--- src/rtl/stack_frame_ctrl_if.sv ---
// Command/response handshake bundle for stack_frame_ctrl.
// master drives commands and accepts responses; slave is the controller.
interface stack_frame_ctrl_if #(
    parameter int WIDTH = 8,
    parameter int DEPTH = 7
);
    logic             cmd_valid;
    logic             cmd_ready;
    logic [2:0]       cmd;
    logic [WIDTH-1:0] cmd_data;
    logic [DEPTH:0]   cmd_arg;
    logic             rsp_valid;
    logic             rsp_ready;
    logic [WIDTH-1:0] rsp_data;
    logic [2:0]       rsp_status;

    modport master (
        output cmd_valid, cmd, cmd_data, cmd_arg, rsp_ready,
        input  cmd_ready, rsp_valid, rsp_data, rsp_status
    );

    modport slave (
        input  cmd_valid, cmd, cmd_data, cmd_arg, rsp_ready,
        output cmd_ready, rsp_valid, rsp_data, rsp_status
    );
endinterface

--- src/rtl/stack_frame_ctrl.sv ---
// Frame-aware front end for an external stack: translates commands into single-cycle
// stack ops, keeps a small record of saved frame bases, and returns fixed-latency responses.
module stack_frame_ctrl #(
    parameter int WIDTH  = 8,
    parameter int DEPTH  = 7,
    parameter int FRAMES = 4
) (
    input  logic                clk,
    input  logic                reset,
    stack_frame_ctrl_if.slave   bus,
    output logic [2:0]          stk_op,
    output logic [WIDTH-1:0]    stk_data,
    output logic [DEPTH:0]      stk_offset,
    output logic [DEPTH:0]      stk_underflow_limit,
    output logic [DEPTH:0]      stk_upper_limit,
    output logic [DEPTH:0]      stk_lower_limit,
    input  logic [DEPTH:0]      stk_index,
    input  logic [WIDTH-1:0]    stk_out,
    input  logic [2:0]          stk_status
);
    localparam int AW = DEPTH + 1;
    localparam int CW = $clog2(FRAMES + 1);
    localparam int FW = (FRAMES > 1) ? $clog2(FRAMES) : 1;

    localparam logic [2:0] C_PUSH = 3'd1, C_POP = 3'd2, C_REPLACE = 3'd3, C_ENTER = 3'd4,
                           C_LEAVE = 3'd5, C_LGET = 3'd6, C_LSET = 3'd7;
    localparam logic [2:0] OP_NONE = 3'd0, OP_PUSH = 3'd1, OP_POP = 3'd2, OP_REPLACE = 3'd3,
                           OP_IDX_RST = 3'd4, OP_IDX_RST_PUSH = 3'd5,
                           OP_UF_GET = 3'd6, OP_UF_SET = 3'd7;
    localparam logic [2:0] ST_NONE = 3'd0, ST_UNDERFLOW = 3'd3, ST_OVERFLOW = 3'd4,
                           ST_BAD_OFFSET = 3'd5, ST_FRAME_ERR = 3'd6;

    typedef enum logic [1:0] {IDLE, ISSUE, WAIT, RESP} state_e;

    state_e           state_q, state_d;
    logic             cmd_ready_q, cmd_ready_d;
    logic             rsp_valid_q, rsp_valid_d;
    logic [WIDTH-1:0] rsp_data_q, rsp_data_d;
    logic [2:0]       rsp_status_q, rsp_status_d;
    logic [2:0]       stk_op_q, stk_op_d;
    logic [WIDTH-1:0] stk_data_q, stk_data_d;
    logic [AW-1:0]    stk_offset_q, stk_offset_d;
    logic [2:0]       cmd_q, cmd_d;
    logic [AW-1:0]    arg_q, arg_d;
    logic [WIDTH-1:0] held_top_q, held_top_d;
    logic [AW-1:0]    frame_base_q, frame_base_d;
    logic [CW-1:0]    fcnt_q, fcnt_d;
    logic [AW-1:0]    rec_q [FRAMES];
    logic [AW-1:0]    rec_d [FRAMES];

    logic [AW-1:0]    avail;
    logic [CW-1:0]    fcnt_m1;
    logic             rec_full, rec_empty, stk_err;

    // stk_index never drops below frame_base, so this difference cannot wrap
    assign avail     = stk_index - frame_base_q;
    assign fcnt_m1   = fcnt_q - 1'b1;
    assign rec_full  = (fcnt_q == CW'(FRAMES));
    assign rec_empty = (fcnt_q == '0);
    assign stk_err   = stk_status inside {ST_UNDERFLOW, ST_OVERFLOW, ST_BAD_OFFSET};

    always_comb begin
        state_d      = state_q;
        rsp_valid_d  = rsp_valid_q;
        rsp_data_d   = rsp_data_q;
        rsp_status_d = rsp_status_q;
        stk_op_d     = OP_NONE;
        stk_data_d   = stk_data_q;
        stk_offset_d = stk_offset_q;
        cmd_d        = cmd_q;
        arg_d        = arg_q;
        held_top_d   = held_top_q;
        frame_base_d = frame_base_q;
        fcnt_d       = fcnt_q;
        rec_d        = rec_q;

        case (state_q)
            IDLE: if (bus.cmd_valid) begin
                cmd_d        = bus.cmd;
                arg_d        = bus.cmd_arg;
                held_top_d   = stk_out;
                stk_data_d   = bus.cmd_data;
                stk_offset_d = '0;
                state_d      = ISSUE;
                case (bus.cmd)
                    C_PUSH:    stk_op_d = OP_PUSH;
                    C_REPLACE: stk_op_d = OP_REPLACE;
                    C_POP: begin
                        stk_op_d   = OP_POP;
                        stk_data_d = WIDTH'(bus.cmd_arg);
                    end
                    C_LEAVE: if (!rec_empty) begin
                        // nonzero arg carries the current top across the frame collapse
                        stk_op_d     = (bus.cmd_arg == '0) ? OP_IDX_RST : OP_IDX_RST_PUSH;
                        stk_offset_d = frame_base_q;
                        stk_data_d   = stk_out;
                    end
                    C_LGET: begin
                        stk_op_d     = OP_UF_GET;
                        stk_offset_d = bus.cmd_arg;
                    end
                    C_LSET: begin
                        stk_op_d     = OP_UF_SET;
                        stk_offset_d = bus.cmd_arg;
                    end
                    default: ;
                endcase
            end
            ISSUE: state_d = WAIT;
            WAIT: begin
                state_d      = RESP;
                rsp_valid_d  = 1'b1;
                rsp_status_d = stk_status;
                rsp_data_d   = stk_out;
                case (cmd_q)
                    C_POP: rsp_data_d = held_top_q;
                    C_ENTER: begin
                        rsp_data_d = held_top_q;
                        if (rec_full || arg_q > avail) begin
                            rsp_status_d = ST_FRAME_ERR;
                        end else begin
                            rsp_status_d              = ST_NONE;
                            rec_d[fcnt_q[FW-1:0]]     = frame_base_q;
                            fcnt_d                    = fcnt_q + 1'b1;
                            frame_base_d              = stk_index - arg_q;
                        end
                    end
                    C_LEAVE: begin
                        rsp_data_d = held_top_q;
                        if (rec_empty) begin
                            rsp_status_d = ST_FRAME_ERR;
                        end else if (!stk_err) begin
                            frame_base_d = rec_q[fcnt_m1[FW-1:0]];
                            fcnt_d       = fcnt_m1;
                        end
                    end
                    default: ;
                endcase
            end
            RESP: if (bus.rsp_ready) begin
                rsp_valid_d = 1'b0;
                state_d     = IDLE;
            end
            default: state_d = IDLE;
        endcase

        cmd_ready_d = (state_d == IDLE);
    end

    always_ff @(posedge clk or posedge reset) begin
        if (reset) begin
            state_q      <= IDLE;
            cmd_ready_q  <= 1'b1;
            rsp_valid_q  <= 1'b0;
            rsp_data_q   <= '0;
            rsp_status_q <= '0;
            stk_op_q     <= OP_NONE;
            stk_data_q   <= '0;
            stk_offset_q <= '0;
            cmd_q        <= '0;
            arg_q        <= '0;
            held_top_q   <= '0;
            frame_base_q <= '0;
            fcnt_q       <= '0;
            for (int i = 0; i < FRAMES; i++) rec_q[i] <= '0;
        end else begin
            state_q      <= state_d;
            cmd_ready_q  <= cmd_ready_d;
            rsp_valid_q  <= rsp_valid_d;
            rsp_data_q   <= rsp_data_d;
            rsp_status_q <= rsp_status_d;
            stk_op_q     <= stk_op_d;
            stk_data_q   <= stk_data_d;
            stk_offset_q <= stk_offset_d;
            cmd_q        <= cmd_d;
            arg_q        <= arg_d;
            held_top_q   <= held_top_d;
            frame_base_q <= frame_base_d;
            fcnt_q       <= fcnt_d;
            rec_q        <= rec_d;
        end
    end

    assign bus.cmd_ready       = cmd_ready_q;
    assign bus.rsp_valid       = rsp_valid_q;
    assign bus.rsp_data        = rsp_data_q;
    assign bus.rsp_status      = rsp_status_q;
    assign stk_op              = stk_op_q;
    assign stk_data            = stk_data_q;
    assign stk_offset          = stk_offset_q;
    assign stk_underflow_limit = frame_base_q;
    assign stk_lower_limit     = frame_base_q;
    assign stk_upper_limit     = stk_index;
endmodule

--- src/flat_wrapper.sv ---
// flat-port wrapper written by rule: the top's interface ports become plain ports
module stack_frame_ctrl_flat 
#(
    parameter int WIDTH  = 8,
    parameter int DEPTH  = 7,
    parameter int FRAMES = 4
)
  (clk, reset, stk_op, stk_data, stk_offset, stk_underflow_limit, stk_upper_limit, stk_lower_limit, stk_index, stk_out, stk_status, bus_cmd_valid, bus_cmd, bus_cmd_data, bus_cmd_arg, bus_rsp_ready, bus_cmd_ready, bus_rsp_valid, bus_rsp_data, bus_rsp_status);
  stack_frame_ctrl_if #(.WIDTH(WIDTH), .DEPTH(DEPTH)) bus_i ();
  input  logic clk;
  input  logic reset;
  output logic [2:0] stk_op;
  output logic [WIDTH-1:0] stk_data;
  output logic [DEPTH:0] stk_offset;
  output logic [DEPTH:0] stk_underflow_limit;
  output logic [DEPTH:0] stk_upper_limit;
  output logic [DEPTH:0] stk_lower_limit;
  input  logic [DEPTH:0] stk_index;
  input  logic [WIDTH-1:0] stk_out;
  input  logic [2:0] stk_status;
  input wire logic [$bits(bus_i.cmd_valid)-1:0] bus_cmd_valid;
  input wire logic [$bits(bus_i.cmd)-1:0] bus_cmd;
  input wire logic [$bits(bus_i.cmd_data)-1:0] bus_cmd_data;
  input wire logic [$bits(bus_i.cmd_arg)-1:0] bus_cmd_arg;
  input wire logic [$bits(bus_i.rsp_ready)-1:0] bus_rsp_ready;
  output wire logic [$bits(bus_i.cmd_ready)-1:0] bus_cmd_ready;
  output wire logic [$bits(bus_i.rsp_valid)-1:0] bus_rsp_valid;
  output wire logic [$bits(bus_i.rsp_data)-1:0] bus_rsp_data;
  output wire logic [$bits(bus_i.rsp_status)-1:0] bus_rsp_status;
  assign bus_i.cmd_valid = bus_cmd_valid;
  assign bus_i.cmd = bus_cmd;
  assign bus_i.cmd_data = bus_cmd_data;
  assign bus_i.cmd_arg = bus_cmd_arg;
  assign bus_i.rsp_ready = bus_rsp_ready;
  assign bus_cmd_ready = bus_i.cmd_ready;
  assign bus_rsp_valid = bus_i.rsp_valid;
  assign bus_rsp_data = bus_i.rsp_data;
  assign bus_rsp_status = bus_i.rsp_status;
  stack_frame_ctrl #(.WIDTH(WIDTH), .DEPTH(DEPTH), .FRAMES(FRAMES)) u_core (.clk(clk), .reset(reset), .bus(bus_i), .stk_op(stk_op), .stk_data(stk_data), .stk_offset(stk_offset), .stk_underflow_limit(stk_underflow_limit), .stk_upper_limit(stk_upper_limit), .stk_lower_limit(stk_lower_limit), .stk_index(stk_index), .stk_out(stk_out), .stk_status(stk_status));
endmodule
--- config.mk ---
export PLATFORM = sky130hd
export DESIGN_NAME = stack_frame_ctrl_flat
export DESIGN_NICKNAME = d
export VERILOG_FILES = /design/src/rtl/stack_frame_ctrl_if.sv /design/src/rtl/stack_frame_ctrl.sv /design/src/flat_wrapper.sv
export SDC_FILE = /design/constraint.sdc
export NUM_CORES = 1
export LEC_CHECK = 0
export ABC_AREA = 1
export ABC_CLOCK_PERIOD_IN_PS = 8900
export CAP_MARGIN = 20
export CORE_MARGIN = 3
export CORE_UTILIZATION = 50
export DETAILED_ROUTE_END_ITERATION = 10
export PLACE_DENSITY = 0.73
export SETUP_SLACK_MARGIN = 0.02
export SLEW_MARGIN = 20
export SYNTH_ARGS = -nofsm -noshare
export SYNTH_HDL_FRONTEND = slang
export SYNTH_SLANG_ARGS = --single-unit
--- constraint.sdc ---
create_clock -name clk -period 8.9 [get_ports clk]
set_clock_uncertainty 0.1 [all_clocks]
set_input_delay 0.89 -clock clk [delete_from_list [all_inputs] [get_ports clk]]
set_output_delay 0.89 -clock clk [all_outputs]
set_load 0.02 [all_outputs]
==> run metrics <==
Distinct cells, synth=40; Vias/cell=about 5.6; most common cell in the netlist=nand2_1; routed wl met2=a little over 7 mm; Max-Cap Viols=0; I/O pin count=slightly below 100; DR WL/cell=around 17 um; post-synth top area share=0.4302; Pleak=approximately 3.2 nW; initial antenna violation count=0; Mapped Area=about 5500 um^2; WL final=15.43 mm; flops & latches, synth=96; met1 wire length=~6.7 mm; vias=slightly above 5000; Power Dens Cells=approximately 350 nW/um^2; num rows=37; share of layout cells above drive strength 1=0.04856; r2r startpoint=u_core.fcnt_q[0]; CP endpoint kind=flip-flop; hold slack=around 380 ps; Slew headroom=0.4277; total grt overflow=0; top post-synthesis cells by count=nand2_1, dfrtp_1, inv_1, o21ai_0, nand4_1; core box area=approximately 11000 um^2; CP max stage delay=~710 ps; dominant synthesized flop cell=dfrtp_1; CP max stage cell=a21oi_4; ant diodes=0; H-tree depth=3; reg2reg path depth=9; Synth Instances=around 690; final hold vios=0; delay-heaviest family, CP=compound AO/OA/AOI/OAI gates; initial drt markers=approximately 380; final setup fails=0; worst-path cell chain=clkdlybuf4s50_1 -> inv_1 -> ha_1 -> inv_1 -> fa_1 -> nand3_1 -> nand2_1 -> nand2_1 -> nand2_1 -> a21oi_1 -> xor2_1 -> ha_1 -> nand2_1 -> a21oi_1 -> nor2_1 -> nand2_1 -> a21oi_4 -> nor2_1 -> nand2_1 -> nand2_1; slew of the pin with the lowest slew margin=856.5 ps; sequential fraction of the synthesis area=0.4349; number of global-route vias before repair=about 5000; Post-layout nets=a little over 800; crit path from=stk_index[0]; Max Used Layer=met4; worst hold endpoint=u_core.rec_q[21]; Clock Latency Late Sink=around 370 ps; Die Height=111.1 um; clock tree buffer depth=2; Max VDD drop=between 0.0002 and 0.0003 V; GPL Wtd Cong=0.8990; CTS Buf Count=9; unrepaired setup endpoints after global routing=no; Yosys warnings=0; largest area contributor in the netlist=dfrtp_1; CTS root buffer=clkbuf_8; reg2reg setup slack=a little over 5000 ps; Worst-path clk slew=around 90 ps; first-pass GRT wire length=25.94 mm; Final min period=a little over 4000 ps; total track usage=0.2596; TritonCTS clock tree=done; async set-reset flop share out of synthesis=1.000; Crit. path cell count=20; final period utilization=0.4617; Post-synth EDFFs=0; synthesized net count=763; met3 wire length=about 1.1 mm; crit path launch type=input port; Hold-fix buffers, CTS=0; peak fanout along the critical path=33; Setup CP Type=in -> reg; WP data arrival=around 4300 ps; Hold Path Origin=u_core.rec_q[21]; clock sink count=96; Worst EP required=9060 ps; Routed Antenna Nets=0; port bufs=97; Worst Path Buf+Inv=3; DRC violations left=0; average size of a mapped cell=between 7 and 8 um^2; Crit path top cell by count=nand2_1; Starting Density=0.5236; Fin Setup TNS=0 ps; Worst R2R End=u_core.stk_lower_limit[7]; final slew viol count=0; Die X=roughly 110 um; Area growth, synth to finish=19.11%; Achievable Freq=243.4 MHz; hold crit path type=reg -> reg; largest net degree at the start of global routing=57; run status=finished, final reports clean; Area contributors post-synth=dfrtp_1, nand2_1, ha_1; die footprint=12350 um^2; Setup Buffers After CTS=0; post-CTS sizing=0; DRT Pass-1 Iters=8; hold-critical path depth=2; dpl hpwl=about 11 mm
==> power breakdown <==
part | internal, mW | switching, mW | leakage, nW
Sequential | 0.607 | 0.171 | 1.23
Clock | 0.116 | 0.149 | 0.0894
Combinational | 0.484 | 0.779 | 1.89
Total | 1.21 | 1.10 | 3.20
==> layer usage <==
metal,track usage,up-vias
met1,0.3527,2404
li1,-,2408
met2,0.4187,203
met4,0.08759,0
met5,0,-
met3,0.05022,26
==> cell type report <==
type / instances / area [um^2]
flip-flops and latches: 96 / 2404
fillers: 965 / 3973
multi-input cells: 487 / 2601
well taps: 136 / 170.2
inverters: 63 / 237.7
clock buffers: 13 / 158.9
repair buffers: 100 / 993.5
clock inverters: 3 / 17.52
==> through the flow <==
stage	power, mW	instance area [um^2]	utilization	worst slack [ps]	instances
global route	2.498	6583	0.6236	4515	898
floorplan	1.614	5527	-	5406	692
global placement	2.011	6406	0.6069	4555	882
CTS	2.312	6583	0.6236	4844	898
detailed placement	2.040	6406	0.6069	4436	882
finish	2.307	6583	0.6236	4791	898
==> tightest hold or removal path, stage by stage (launching register included) <==
cell and delay (ps):
dfrtp_1 340, nand2_1 50, nand2_1 50
==> flip-flops by register name (all words and copies together) (netlist names) <==
signal	flops
u_core.rec_q	32
u_core.arg_q	8
u_core.bus.rsp_data	8
u_core.held_top_q	8
u_core.stk_data	8
u_core.stk_lower_limit	8
u_core.stk_offset	8
u_core.bus.rsp_status	3
u_core.cmd_q	3
u_core.fcnt_q	3
u_core.stk_op	3
u_core.state_q	2
u_core.bus.cmd_ready	1
u_core.bus.rsp_valid	1
==> cells in the final DEF, fill, tap and decap left out, drive strengths merged, types with 8 or more instances in the layout <==
cell type,count
a31oi,9
nand2,206
inv,60
ha,27
nor2,43
nand3,32
a21oi,37
o21ai,47
nand4,43
clkdlybuf4s50,97
clkbuf,13
a22oi,8
dfrtp,95
==> worst max path at each step <==
stage                          endpoint  slack (ps)
2_1_floorplan           u_core.arg_q[0]        5410
3_3_place_gp   u_core.bus.rsp_status[1]        4560
3_5_place_dp   u_core.bus.rsp_status[2]        4440
5_1_grt                u_core.rec_q[19]        4510
6_report       u_core.bus.rsp_status[2]        4790
4_1_cts        u_core.bus.rsp_status[2]        4840
==> kinds of logic (layout without fill, tap and decap cells) <==
| group | after synthesis | in the layout | share of synthesized area |
|---|---|---|---|
| AND/OR/NAND/NOR | 330 | 330 | 0.2638 |
| AO/OA/AOI/OAI | 115 | 115 | 0.1170 |
| flip-flops | 96 | 96 | 0.4349 |
| buffers and inverters | 109 | 179 | 0.09531 |
| XOR/XNOR | 13 | 13 | 0.02060 |
| adder cells (fa/ha/maj) | 29 | 29 | 0.06837 |
No activity file was read; power rests on OpenSTA's default activity.
